--- src/rtl/pdm_dac_multi.sv ---
// Multi-channel audio DAC modulator: frame FIFO feeding per-channel
// first-order delta-sigma (PDM) or counter-compare PWM 1-bit outputs.
// Ports:
//   clk, reset      - system clock, synchronous active-high reset
//   enable, mode    - run control; mode (0=PDM, 1=PWM) latched while idle
//   wr_valid/ready  - frame write handshake, wr_data holds all channels
//   clr_status      - clears sticky underrun
//   pdm_out         - registered 1-bit outputs, one per channel
//   sample_tick     - one-cycle pulse per sample period
//   fifo_level      - frames stored in the FIFO
//   underrun, busy  - sticky empty-tick flag, running-with-data flag
module pdm_dac_multi #(
   parameter int DATA_W     = 24,
   parameter int CHANNELS   = 2,
   parameter int FIFO_DEPTH = 4,
   parameter int SAMPLE_DIV = 256,
   parameter int PWM_W      = 8
) (
   input  logic                           clk,
   input  logic                           reset,
   input  logic                           enable,
   input  logic                           mode,
   input  logic                           wr_valid,
   output logic                           wr_ready,
   input  logic [CHANNELS*DATA_W-1:0]     wr_data,
   input  logic                           clr_status,
   output logic [CHANNELS-1:0]            pdm_out,
   output logic                           sample_tick,
   output logic [$clog2(FIFO_DEPTH):0]    fifo_level,
   output logic                           underrun,
   output logic                           busy
);

   localparam int PTR_W   = $clog2(FIFO_DEPTH);
   localparam int DIV_W   = $clog2(SAMPLE_DIV);
   localparam int FRAME_W = CHANNELS * DATA_W;

   logic [FRAME_W-1:0] mem [FIFO_DEPTH];
   logic [PTR_W-1:0]   rd_ptr;
   logic [PTR_W-1:0]   wr_ptr;
   logic [FRAME_W-1:0] head;

   logic [DIV_W-1:0]   div_cnt;
   logic               div_last;
   logic [PWM_W-1:0]   pwm_cnt;
   logic               mode_q;
   logic               push;
   logic               pop;
   logic               empty;

   logic [DATA_W-1:0]  hold [CHANNELS];
   logic [DATA_W-1:0]  acc  [CHANNELS];
   logic [DATA_W:0]    sum  [CHANNELS];
   logic [PWM_W-1:0]   top  [CHANNELS];

   assign div_last    = (div_cnt == DIV_W'(SAMPLE_DIV - 1));
   assign sample_tick = enable & div_last;
   assign empty       = (fifo_level == '0);
   assign wr_ready    = (fifo_level != (PTR_W + 1)'(FIFO_DEPTH));
   assign push        = wr_valid & wr_ready;
   // An empty FIFO cannot pop, so a same-cycle push on empty is simply stored.
   assign pop         = sample_tick & ~empty;
   assign head        = mem[rd_ptr];

   always_comb begin
      for (int k = 0; k < CHANNELS; k++) begin
         sum[k] = {1'b0, acc[k]} + {1'b0, hold[k]};
         top[k] = hold[k][DATA_W-1 -: PWM_W];
      end
   end

   // Frame storage carries no reset; validity is tracked by the pointers.
   always_ff @(posedge clk) begin
      if (push)
         mem[wr_ptr] <= wr_data;
   end

   always_ff @(posedge clk) begin
      if (reset) begin
         rd_ptr     <= '0;
         wr_ptr     <= '0;
         fifo_level <= '0;
      end else begin
         if (push)
            wr_ptr <= wr_ptr + 1'b1;
         if (pop)
            rd_ptr <= rd_ptr + 1'b1;
         if (push && !pop)
            fifo_level <= fifo_level + 1'b1;
         else if (pop && !push)
            fifo_level <= fifo_level - 1'b1;
      end
   end

   always_ff @(posedge clk) begin
      if (reset) begin
         div_cnt  <= '0;
         pwm_cnt  <= '0;
         mode_q   <= 1'b0;
         busy     <= 1'b0;
         underrun <= 1'b0;
         pdm_out  <= '0;
         for (int k = 0; k < CHANNELS; k++) begin
            hold[k] <= '0;
            acc[k]  <= '0;
         end
      end else begin
         // Set has priority over a coincident clear.
         if (sample_tick && empty)
            underrun <= 1'b1;
         else if (clr_status)
            underrun <= 1'b0;

         if (!enable) begin
            mode_q  <= mode;
            div_cnt <= '0;
            pwm_cnt <= '0;
            busy    <= 1'b0;
            pdm_out <= '0;
            for (int k = 0; k < CHANNELS; k++) begin
               hold[k] <= '0;
               acc[k]  <= '0;
            end
         end else begin
            div_cnt <= div_last ? '0 : div_cnt + 1'b1;
            pwm_cnt <= pwm_cnt + 1'b1;
            if (pop)
               busy <= 1'b1;
            for (int k = 0; k < CHANNELS; k++) begin
               if (mode_q) begin
                  pdm_out[k] <= (pwm_cnt < top[k]);
               end else begin
                  acc[k]     <= sum[k][DATA_W-1:0];
                  pdm_out[k] <= sum[k][DATA_W];
               end
               if (pop)
                  hold[k] <= head[k*DATA_W +: DATA_W];
            end
         end
      end
   end

endmodule

--- config.mk ---
export PLATFORM = sky130hd
export DESIGN_NAME = pdm_dac_multi
export DESIGN_NICKNAME = d
export VERILOG_FILES = /design/src/rtl/pdm_dac_multi.sv
export SDC_FILE = /design/constraint.sdc
export NUM_CORES = 1
export LEC_CHECK = 0
export ABC_AREA = 1
export CORE_AREA = 2 2 157 174
export CTS_BUF_LIST = sky130_fd_sc_hd__clkbuf_8
export DETAILED_ROUTE_END_ITERATION = 12
export DIE_AREA = 0 0 159 176
export PLACE_DENSITY = 0.78
export SLEW_MARGIN = 20
export SYNTH_ARGS = -nofsm -noshare
export SYNTH_HDL_FRONTEND = slang
export SYNTH_SLANG_ARGS = --single-unit
--- constraint.sdc ---
create_clock -name clk -period 4.23 [get_ports clk]
set_input_delay 0.423 -clock clk [delete_from_list [all_inputs] [get_ports clk]]
set_output_delay 0.423 -clock clk [all_outputs]
set_load 0.05 [all_outputs]
==> key figures <==
Setup path
  • Critical Path Sink Type: primary output
  • Reg2Reg Depth: 10
  • Worst Path Max Fanout: 3
  • Buf/Inv on CP: 3
  • CP arrival: 2.44 ns
  • Crit-path slowest cell: clkdlybuf4s50_1
  • R2R Setup Slk: 1.94 ns
  • Worst r2r dst: acc[0][40]
  • Required @ worst endpoint: 3.81 ns
  • Delay-heaviest family, CP: buffers and inverters
  • Slowest Stage Delay on Critical Path: 0.80 ns
  • RR Startpoint: hold[0][24]
  • Worst-path cell chain: ha_1, nand2_1, inv_2, nand3_4, nor2_4, nand3_1, inv_1, clkdlybuf4s50_1
  • Crit path kind: flop to primary output
  • Startpoint Class: flop

Cells and area
  • Most frequent cells in the layout: nand2_1, nor2_1, edfxtp_1
  • Fin util: 67.0%
  • Most common cell after layout, fill and taps aside: nand2_1
  • Finished layout cell area: 17500 sq um
  • NumNets Final: 1879
  • Area grow syn2layout: 12.2%
  • N_diodes: 0
  • Share of layout cells above drive strength 1: 5.08%

Logic synthesis
  • Largest cells by area after synthesis: edfxtp_1, nand2_1, nor2_1, ha_1, inv_1
  • Synth async-reset ratio: 0%
  • Top-area cell type share of the netlist area: 55.5%
  • FF+latch count, synth: 318
  • EDFF count, synth: 288
  • Area leader, netlist: edfxtp_1
  • Post-synth cell types: 33
  • Mapped Cells: 1672
  • Ys flop type: edfxtp_1
  • Syn. warnings: 0
  • Mapped Area: 15600 sq um
  • Avg Inst Size Synth: 9.31 sq um
  • Synthesized net count: 1798
  • Sequential-to-total area share from yosys stat: 59.4%

Clock tree
  • CTS tree: built
  • Clock buffer depth: 3
  • Setup bufs post-CTS: 0
  • Clock Pin Slew Worst Setup and Hold Paths: 0.06 ns
  • CTS resizes: 0
  • TritonCTS Buffers: 48
  • CTS H-tree lvls: 2
  • Clock Sinks: 318
  • CTS Root Buffer Type: clkbuf_8
  • Worst skew pair latency: 0.56 ns
  • Cts-stage hold buffer count: 0

GRT
  • Pin count of the biggest net entering global routing: 97
  • Vias in the first global route: 11013
  • Initial antenna violation count: 0
  • GRT Residual Overflow: 0
  • First-pass GRT wire length: 54.4 mm
  • Gr usage total: 24.5%

Power
  • P per Cell Area: 386 nW/um^2
  • Worst vdd ir: 0.000461 V
  • Leak: 0.00746 uW
  • Overall power: 6740 uW

Worst hold path
  • Worst hold path stage count: 3
  • Worst Hold Path EP: mode_q
  • HP Class: input pin to flop
  • Hold path startpoint: mode

Placement
  • Placed Area: 16600 sq um
  • Placer Congestion: 0.925
  • HPWL after DPL: 22.3 mm
  • I/O Buffers: 62
  • Dpl ws: 1.33 ns

Floorplan
  • Starting Density: 59.7%
  • I/O Pins: 63
  • Core ar.: 26100 sq um
  • Die ar.: 28000 sq um
  • # rows: 62
  • Die H: 176 um
  • Die Wd: 159 um

Detailed routing
  • DRT Pass-1 Iters: 6
  • Vias per Instance: 5.27
  • Antenna-violating nets left: 0
  • # DRC: 0
  • Initial DRC count: 871
  • Vias: 11282
  • Drt wl/cell: 15.7 um
  • Routed wire length: 33.7 mm

Timing
  • RSZ-0062 raised after global routing: false
  • Max-slew violation count: 0
  • Final Cycle Share: 67.6%
  • TNS Setup: 0 ns
  • Final setup margin: 1.37 ns
  • Minimum clock period: 2.86 ns
  • Final hold vios: 0
  • Max-slew headroom: 30.1%
  • Worst slew pin tran: 1.05 ns
  • Max frequency: 0.350 GHz
  • Clock Skew: 0.0306 ns
  • Setup violations, final: 0

Outcome
  • Status: complete, no violations

Job
  • MaxCap Viol Count: 0
-- cells in the mapped netlist (all sizes together) (5+ instances only) --
master and number:
nand2 359, nor2 327, nand4 16, clkbuf 28
edfxtp 288, buf 13, inv 216, dfxtp 30
ha 69, o21a 5, o21ai 119, a21oi 115
nand3 57, nor3 5
-- worst reg2reg max path, delay by kind of cell (launching register included) --
kind	cells	cell delay (ns)
adder cells (fa/ha/maj)	2	0.74
flip-flops	1	0.37
AND/OR/NAND/NOR	8	0.92
-- sequential cells by signal, summed over array words and instances, names as in the netlist, named ones only --
| signal | count |
|---|---|
| underrun | 1 |
| mode_q | 1 |
| hold | 48 |
| fifo_level | 3 |
| acc | 48 |
| pdm_out | 2 |
| pwm_cnt | 8 |
| wr_ptr | 2 |
| div_cnt | 8 |
| rd_ptr | 2 |
| mem | 192 |
| busy | 1 |
-- where the power goes --
| part | total (uW) | internal, uW | switching (uW) | leakage, uW |
|---|---|---|---|---|
| Clock | 2360 | 1190 | 1170 | 0.000509 |
| Sequential | 3690 | 3620 | 66.4 | 0.00307 |
| Combinational | 692 | 232 | 460 | 0.00388 |
-- final cells by class --
class,count,area [sq um]
Sequential cell,318,9250
Fill cell,2050,8600
Multi-Input combinational cell,1097,5360
Inverter,216,811
Timing Repair Buffer,72,708
Clock buffer,48,661
Tap cell,352,440
Clock inverter,39,229
-- per-stage QoR --
stage,instances,hold WS [ns]
floorplan,1672,0.418
global placement,2055,0.428
detailed placement,2055,0.452
CTS,2142,0.432
global route,2142,0.440
finish,2142,0.450
-- how the worst max path moves through the flow --
stage	endpoint	from	cells past startpoint
2_1_floorplan	mem[0][0]	fifo_level[0]	4
3_3_place_gp	acc[0][39]	reset	7
3_5_place_dp	acc[0][42]	reset	7
4_1_cts	sample_tick	div_cnt[0]	8
5_1_grt	sample_tick	div_cnt[0]	8
6_report	sample_tick	div_cnt[0]	8
-- per-layer routing --
metal / up-vias / routed length, um / track usage (%)
met5: - / 0 / 0
met4: 0 / 1070 / 9.02
met3: 72 / 1840 / 3.24
met2: 355 / 16100 / 41.8
met1: 5147 / 14700 / 32.4
li1: 5708 / - / -
-- kinds of logic after synthesis --
family                   share of synthesized area [%]
adder cells (fa/ha/maj)                           5.93
AND/OR/NAND/NOR                                   19.9
AO/OA/AOI/OAI                                     8.09
buffers and inverters                             6.40
flip-flops                                        59.4
XOR/XNOR                                         0.281
Note: power is estimated with default switching activity, not from simulation.
